<file path="config.mk">
export PLATFORM = sky130hd
export DESIGN_NAME = stopwatch_ctrl
export DESIGN_NICKNAME = d
export VERILOG_FILES = /design/src/rtl/stopwatch_ctrl.sv
export SDC_FILE = /design/constraint.sdc
export NUM_CORES = 1
export LEC_CHECK = 0
export CAP_MARGIN = 30
export CELL_PAD_IN_SITES_DETAIL_PLACEMENT = 0
export CELL_PAD_IN_SITES_GLOBAL_PLACEMENT = 1
export CORE_MARGIN = 3
export CORE_UTILIZATION = 49
export DETAILED_ROUTE_END_ITERATION = 12
export GPL_TIMING_DRIVEN = 0
export PLACE_DENSITY_LB_ADDON = 0.12
export RECOVER_POWER = 50
export SYNTH_ARGS = -nofsm -noshare
export SYNTH_HDL_FRONTEND = slang
export SYNTH_SLANG_ARGS = --single-unit
</file>
<file path="constraint.sdc">
create_clock -name clk -period 6.7 [get_ports clk]
set_clock_uncertainty 0.05 [all_clocks]
set_input_delay 1.005 -clock clk [delete_from_list [all_inputs] [get_ports clk]]
set_output_delay 1.005 -clock clk [all_outputs]
set_load 0.1 [all_outputs]
</file>
<file path="src/rtl/stopwatch_ctrl.sv">
// rtl/stopwatch_ctrl.sv - stopwatch run/pause/clear sequencer with lap capture, display hold and lap recall
module stopwatch_ctrl #(
  parameter int LAP_DEPTH  = 4,
  parameter int HOLD_TICKS = 100_000_000,
  parameter int BITS       = 16
) (
  input  logic                           clk,
  input  logic                           rst_n,
  input  logic                           start_p,
  input  logic                           stop_p,
  input  logic                           reset_p,
  input  logic                           lap_p,
  input  logic [BITS-1:0]                time_in,
  output logic                           count_en,
  output logic                           count_clr,
  output logic [BITS-1:0]                disp_time,
  output logic                           disp_is_lap,
  output logic [$clog2(LAP_DEPTH+1)-1:0] lap_count,
  output logic [$clog2(LAP_DEPTH)-1:0]   recall_idx,
  output logic                           lap_ovf,
  output logic [1:0]                     state_o
);

  localparam int LCW = $clog2(LAP_DEPTH + 1);
  localparam int IW  = $clog2(LAP_DEPTH);
  localparam int HW  = $clog2(HOLD_TICKS + 1);
  localparam logic [LCW-1:0] LAP_FULL  = LCW'(LAP_DEPTH);
  localparam logic [HW-1:0]  HOLD_LOAD = HW'(HOLD_TICKS);

  typedef enum logic [1:0] {
    S_IDLE   = 2'd0,
    S_RUN    = 2'd1,
    S_PAUSE  = 2'd2,
    S_RECALL = 2'd3
  } state_t;

  state_t          state;
  logic [HW-1:0]   hold;
  logic [BITS-1:0] lap_mem [LAP_DEPTH];

  // Only the highest-priority pulse acts, even if it means nothing in this state.
  logic win_reset, win_stop, win_start, win_lap;
  assign win_reset = reset_p;
  assign win_stop  = stop_p & ~reset_p;
  assign win_start = start_p & ~stop_p & ~reset_p;
  assign win_lap   = lap_p & ~start_p & ~stop_p & ~reset_p;

  logic           full;
  logic           lap_wr;
  logic [LCW-1:0] last_idx;
  logic [IW-1:0]  next_idx;
  assign full     = (lap_count == LAP_FULL);
  assign lap_wr   = (state == S_RUN) && win_lap && !full;
  assign last_idx = lap_count - 1'b1;
  assign next_idx = (LCW'(recall_idx) == last_idx) ? '0 : recall_idx + 1'b1;

  assign state_o = state;

  always_ff @(posedge clk) begin
    if (lap_wr) lap_mem[lap_count[IW-1:0]] <= time_in;
  end

  always_ff @(posedge clk) begin
    if (!rst_n || win_reset) begin
      state       <= S_IDLE;
      count_en    <= 1'b0;
      count_clr   <= 1'b1;
      disp_time   <= '0;
      disp_is_lap <= 1'b0;
      lap_count   <= '0;
      recall_idx  <= '0;
      lap_ovf     <= 1'b0;
      hold        <= '0;
    end else begin
      unique case (state)
        S_IDLE: begin
          if (win_start) begin
            state     <= S_RUN;
            count_en  <= 1'b1;
            count_clr <= 1'b0;
            disp_time <= time_in;
          end
        end
        S_RUN: begin
          if (win_stop) begin
            state       <= S_PAUSE;
            count_en    <= 1'b0;
            hold        <= '0;
            disp_time   <= time_in;
            disp_is_lap <= 1'b0;
          end else if (lap_wr) begin
            lap_count   <= lap_count + 1'b1;
            hold        <= HOLD_LOAD;
            disp_time   <= time_in;
            disp_is_lap <= 1'b1;
          end else begin
            if (win_lap) lap_ovf <= 1'b1;
            // The last hold tick releases the display so the freeze lasts exactly HOLD_TICKS cycles.
            if (hold > HW'(1)) begin
              hold <= hold - 1'b1;
            end else begin
              hold        <= '0;
              disp_time   <= time_in;
              disp_is_lap <= 1'b0;
            end
          end
        end
        S_PAUSE: begin
          if (win_start) begin
            state     <= S_RUN;
            count_en  <= 1'b1;
            disp_time <= time_in;
          end else if (win_lap && lap_count != '0) begin
            state       <= S_RECALL;
            recall_idx  <= '0;
            disp_time   <= lap_mem[0];
            disp_is_lap <= 1'b1;
          end else begin
            disp_time <= time_in;
          end
        end
        S_RECALL: begin
          if (win_stop) begin
            state       <= S_PAUSE;
            recall_idx  <= '0;
            disp_time   <= time_in;
            disp_is_lap <= 1'b0;
          end else if (win_start) begin
            state       <= S_RUN;
            count_en    <= 1'b1;
            recall_idx  <= '0;
            disp_time   <= time_in;
            disp_is_lap <= 1'b0;
          end else if (win_lap) begin
            recall_idx <= next_idx;
            disp_time  <= lap_mem[next_idx];
          end
        end
        default: state <= S_IDLE;
      endcase
    end
  end

endmodule

</file>
[Word-level counts from Yosys, hierarchy flattened]
Memories as Yosys holds them, arrays and structs flattened.
Index checks and enable logic that the tools add are counted.
Word-level totals
  register bits: 54
  RAM bits: 64
  output and inout bits: 27
  word-level logic and storage cells: 99
  memories kept: 1
Operators by class
  add/subtract/negate cells: 4
  $lt $le $gt $ge: 1
  equality and inequality tests: 14
  mux-type cells: 40
  bitwise logic cells: 11
  reduce and logical (&&, ||, !) cells: 19
Memory list
  lap_mem: words 4, width 16, read ports 2, clocked after Yosys merged registers in 0, write ports 1, RTL line 39  | logic [BITS-1:0] lap_mem [LAP_DEPTH];
Operator list (count)
  two-way mux 16 bit: 9
  two-way mux 27 bit: 3
  one-hot mux 16 bit (4 select lines): 1
  > comparator 27 x 1 -> 1 bit, second input constant: 1
  subtractor 27 x 1 -> 27 bit, second input constant: 1
  two-way mux 2 bit: 11
  two-way mux 1 bit: 12
  inequality test 2 bit, second input constant: 5
  inequality test 4 bit, second input constant: 2
  one-hot mux 2 bit (4 select lines): 1
  AND reduction 4 bit: 2
  bitwise AND 1 bit: 6
  inequality test 3 bit, second input constant: 2
  one-hot mux 1 bit (3 select lines): 2
  AND reduction 2 bit: 3
  AND reduction 3 bit: 2
  nonzero test 3 bit: 2
  inverter 1 bit: 5
  AND reduction 5 bit: 1
  equality test 2 bit, second input constant: 2
  one-hot mux 2 bit (2 select lines): 1
  adder 3 x 1 -> 3 bit, second input constant: 1
  equality test 2 x 3 -> 1 bit: 1
  equality test 3 bit, second input constant: 1
  other kinds (9): 12

[Depth between registers and ports, before layout]
  word-level depth: 9
  mapped depth: 10
  gate-level depth less buffers: 8

[Worst setup path before layout]
No wires, ideal clock.
  path type: flip-flop to flip-flop
  start: reg lap_count[0]
  end: reg disp_time[4]
  arrival time: 3.321 ns
  data required time: 6.521 ns
  slack: 3.200 ns
  stages on the path, launching flop included: 11
  path buffers: 2
  path through: dfxtp_1 -> clkbuf_1 -> inv_1 -> ha_1 -> ha_1 -> nand3b_1 -> a22o_1 -> clkbuf_1 -> mux2_2 -> a221oi_1 -> a31oi_2
Between the ends
  longest elaborated chain between the ends: 8
  elaborated cells between the ends (all ways): 19
RTL lines
  start: declaration: RTL line 18  | output logic [$clog2(LAP_DEPTH+1)-1:0] lap_count,
  start signal: assignment: RTL line 92  | lap_count <= lap_count + 1'b1;
  subtractor 3 x 1 -> 3 bit: RTL line 54  | assign last_idx = lap_count - 1'b1;
  net last_idx[0]: RTL line 50  | logic [LCW-1:0] last_idx;
  equality test 2 x 3 -> 1 bit: RTL line 55  | assign next_idx = (LCW'(recall_idx) == last_idx) ? '0 : recall_idx + 1'b1;
  two-way mux 2 bit: RTL line 55
  memory (4 x 16 bit)
  two-way mux 16 bit: RTL line 134  | end else if (win_lap) begin
  two-way mux 16 bit: RTL line 128  | end else if (win_start) begin
  two-way mux 16 bit: RTL line 123  | if (win_stop) begin
  one-hot mux 16 bit (4 select lines): RTL line 75  | unique case (state)
  end signal: assignment: RTL line 126  | disp_time <= time_in;
  end signal: assignment: RTL line 132  | disp_time <= time_in;
  end signal: assignment: RTL line 136  | disp_time <= lap_mem[next_idx];
  end: declaration: RTL line 16  | output logic [BITS-1:0] disp_time,
The timed path passes the listed nets, and every way through them passes these cells. The select of a mux whose other input is x is not followed.
A chain may end at the register's enable or synchronous reset.

[Final worst setup path]
  start: in start_p
  end: mem lap_mem[0][13] (enable)
Between the ends
  longest elaborated chain between the ends: 8
RTL lines
  start: declaration: RTL line 9  | input logic start_p,
  inverter 1 bit: RTL line 46  | assign win_lap = lap_p & ~start_p & ~stop_p & ~reset_p;
  bitwise AND 1 bit (3 in series): RTL line 46
  logical AND 1 bit (2 in series): RTL line 53  | assign lap_wr = (state == S_RUN) && win_lap && !full;
  two-way mux 1 bit: RTL line 60  | if (lap_wr) lap_mem[lap_count[IW-1:0]] <= time_in;
  two-way mux 1 bit (not written as such): RTL line 60
  end: declaration: RTL line 39
Every way passes these cells.

==> results <==
- The run finished with clean final reports.
- The worst hold path was traced through 2 stages.
- The worst hold path belongs to the class reg -> reg.
- A synthesized cell averages 10.1 um2.
- By count the netlist is led by 64 x sky130_fd_sc_hd__edfxtp_1, 56 x sky130_fd_sc_hd__nand2_1, 54 x sky130_fd_sc_hd__dfxtp_1.
- The cell at the root of the clock tree is sky130_fd_sc_hd__clkbuf_16.
- The post-CTS repair timing setup buffer count is 0.
- The total number of nets in the final design is 692.
- For this run, the share of the core covered by cells in the final layout is 61.6%.
- The die is 117 um tall.
- The count of antenna-violating nets left after detailed routing is 0.
- The detailed router placed 5077 vias in this run.
- The number of nets produced by synthesis is 625.
- The maximum fanout along the worst path is 16.
- sky130_fd_sc_hd__edfxtp_1 is the most common cell in the netlist.
- The via density per instance is 6.21.
- The iteration-0 DRC count of the detailed router is 374.
- Clock-pin slew was measured on the worst setup and hold paths at 0.05 ns.
- The first global-routing pass estimated 26.5 mm of wire.
- The total negative slack is 0 ns.
- In the final layout, the share of cells above drive strength 1 is 12.6%.
- The placeable core region is 0.0117 mm2.
- Max-cap violations in this run came to 0.
- The number of global-route vias before repair is 5130.
- Counting distinct cell types in the post-synthesis netlist gives 67.
- The endpoint of the worst-slack reg-to-reg timing path is lap_mem[0][13]$_DFFE_PP_.
- The final-report max-slew violation count was 0.
- After detailed routing, the total wire length is 16.7 mm.
- The insertion delay of the later-clocked pin in the worst-skew pair is 0.42 ns.
- TritonCTS built the clock tree.
- The diode insertion count for antenna repair is 0.
- Synthesis produced 595 cells.
- The area occupied by registers is 0.00300 mm2.
- The maximum root-to-sink buffer count is 2.
- CTS saw 118 sinks.
- The start point of the critical path is start_p.
- In the routed design, unresolved DRC markers number 0.
- The layout overhead on the synthesized area is 20.1%.
- The post-route minimum period is 4.44 ns.
- The worst max-slew margin expressed relative to the limit is 3.03%.
- The peak ir drop on the vdd network is 0.197 mV.
- The number of I/O pins is 49.
- The most area-hungry cell type in the Yosys netlist is sky130_fd_sc_hd__edfxtp_1.
- In this run the worst setup path terminates at lap_mem[0][13]$_DFFE_PP_.
- The number of core rows is 39.
- Entering global routing, the biggest net connects 17 pins.
- The die covers 0.0136 mm2.
- The count of endpoints failing hold in the final timing report came to 0.
- The initial antenna violation count came to 0.
- The worst flop-to-flop path startpoint is lap_count[0]$_SDFFE_PP0P_.
- Timing would allow up to 0.225 GHz.
- Hold timing on the final database bottoms out at a slack of 0.401 ns.
- The synthesized netlist occupies a cell area of 0.00601 mm2.
- The number of warnings issued by yosys is 0.
- The critical setup path kind is in -> reg.
- The path depth of the worst reg2reg path is 7.
- The data arrival time at the worst-slack endpoint is 4.42 ns.
- The element type at the critical path end is a flip-flop.
- For this run, the register share of the synthesized area comes to 50.0%.
- Global routing consumed, over all layers together, 25.7% of the routing resources.
- The total congestion overflow after global routing is 0.
- CTS built an H-tree with a depth of 4.
- Once layout is done, the placed cells without fillers occupy 0.00722 mm2.
- The overall power consumption is 1.78 mW.
- By area the synthesized netlist is led by sky130_fd_sc_hd__edfxtp_1 32%, sky130_fd_sc_hd__dfxtp_1 18%, sky130_fd_sc_hd__mux2_2 3.7%.
- The share of the cycle needed by the critical path after routing is 66.2%.
- The count of port buffers added during placement is 46.
- In this run the biggest area consumer among cell types represents 32.0% of the synthesized area.
- The count of fill cells added during filler insertion is 1001.
- For flop-to-flop paths, the worst setup slack is 2.84 ns.
- The type of origin of the critical path is an input pin.
- Setup violations remaining at the end of the flow were counted as 0.
- Power spread over the standard cell area amounts to 247 mW/mm2.
- After legalization and detailed placement, the total HPWL measured 11.1 mm.
- Counting flops with an async set or reset pin after synthesis yields a share of 0%.
- For this run, the detailed router's first-pass iteration total came to 4.
- Dividing the detail-routed wire length by the instance count gives 20.4 um.
- The width of the die is 117 um.
- The most instantiated flip-flop cell in the synthesis netlist is sky130_fd_sc_hd__edfxtp_1.
- Data on the critical path is required at its endpoint by 6.69 ns.
- Setup repair after global routing left no endpoint under its margin.
- Routability-driven placement finished with a final weighted congestion of 0.889.
- At the pin with the least slew margin, the transition time is 1.44 ns.
- The count of hold buffers inserted by post-cts repair is 0.
- The number of flops mapped to enable cells by yosys is 64.
- The synthesized design contains 118 register bits.
- The TritonCTS buffer count is 17.
- In this run the cell area measured after placement is 0.00668 mm2.
- The initial standard-cell utilization of the core is 51.3%.
- The multi-input combinational cells in the finished layout cover a total of 0.00271 mm2.
- The static leakage is 2.70 nW.
- The number of gates resized after CTS was 0.
==> report_power, final <==
group	total, mW	leakage (nW)	internal, mW	switching (mW)
logic	0.131	1.42	0.0352	0.0954
clock network	0.878	0.271	0.544	0.334
registers	0.773	1.01	0.768	0.00410
total	1.78	2.70	1.35	0.434
==> cells in the final DEF, fill, tap and decap left out, types with 19 or more instances in the layout <==
master | synthesis | final
sky130_fd_sc_hd__clkbuf_1 | 27 | 31
sky130_fd_sc_hd__edfxtp_1 | 64 | 64
sky130_fd_sc_hd__inv_1 | 24 | 24
sky130_fd_sc_hd__nand2_1 | 56 | 56
sky130_fd_sc_hd__nor2_1 | 52 | 52
sky130_fd_sc_hd__a21oi_1 | 31 | 31
sky130_fd_sc_hd__o21ai_0 | 25 | 25
sky130_fd_sc_hd__dfxtp_1 | 54 | 54
sky130_fd_sc_hd__a221oi_1 | 19 | 19
sky130_fd_sc_hd__nand3_1 | 22 | 22
sky130_fd_sc_hd__a31oi_1 | 20 | 20
sky130_fd_sc_hd__mux2_2 | 20 | 20
sky130_fd_sc_hd__dlygate4sd3_1 | 0 | 39
==> cells by family after synthesis <==
| family | Yosys count | share of synthesized area (%) |
|---|---|---|
| AND/OR/NAND/NOR | 204 | 17.5 |
| AO/OA/AOI/OAI | 174 | 21.5 |
| flip-flops | 118 | 50.0 |
| buffers and inverters | 64 | 4.48 |
| multiplexers | 23 | 4.25 |
| adder cells (fa/ha/maj) | 8 | 1.67 |
| XOR/XNOR | 4 | 0.583 |
==> sequential cells by signal (all words and copies together), names as in the netlist <==
| register | flops |
|---|---|
| lap_mem | 64 |
| hold | 27 |
| disp_time | 16 |
| lap_count | 3 |
| recall_idx | 2 |
| state_o | 2 |
| count_clr | 1 |
| count_en | 1 |
| disp_is_lap | 1 |
| lap_ovf | 1 |
==> how the worst min path moves through the flow <==
stage / start / endpoint / slack (ns)
finish: count_clr$_SDFFE_PP1P_ / count_clr$_SDFFE_PP1P_ / 0.40
global route: count_clr$_SDFFE_PP1P_ / count_clr$_SDFFE_PP1P_ / 0.43
CTS: count_clr$_SDFFE_PP1P_ / count_clr$_SDFFE_PP1P_ / 0.40
detailed placement: count_clr$_SDFFE_PP1P_ / count_clr$_SDFFE_PP1P_ / 0.40
global placement: count_clr$_SDFFE_PP1P_ / count_clr$_SDFFE_PP1P_ / 0.40
floorplan: hold[9]$_SDFFE_PP0P_ / hold[9]$_SDFFE_PP0P_ / 0.40
==> critical path, stage by stage <==
cell and delay, ns:
sky130_fd_sc_hd__dlygate4sd3_1 0.62, sky130_fd_sc_hd__or4b_1 0.48, sky130_fd_sc_hd__clkbuf_1 0.20, sky130_fd_sc_hd__nor3_1 0.94, sky130_fd_sc_hd__buf_2 0.40, sky130_fd_sc_hd__and2_1 0.77
==> per-layer routing <==
metal	GRT usage (%)	part of all wire, %
met1	31.2	42
met2	44.0	50
met3	6.48	5.7
met4	9.79	2.2
met5	0	0
==> through the flow <==
step	instances	worst slack, ns
after global routing	818	2.15
after detailed placement	785	2.28
after floorplan	595	3.20
after CTS	817	2.69
after global placement	784	2.26
final	818	2.26
==> area by class of cell <==
| cell class | instances | area share [%] |
|---|---|---|
| Clock inverter | 13 | 1.84 |
| Clock buffer | 19 | 6.00 |
| Timing Repair Buffer | 48 | 6.92 |
| Tap cell | 143 | 2.48 |
| Sequential cell | 118 | 41.6 |
| Inverter | 24 | 1.25 |
| Buffer | 40 | 2.44 |
| Multi-Input combinational cell | 413 | 37.5 |
Note: power is estimated with default switching activity, not from simulation.
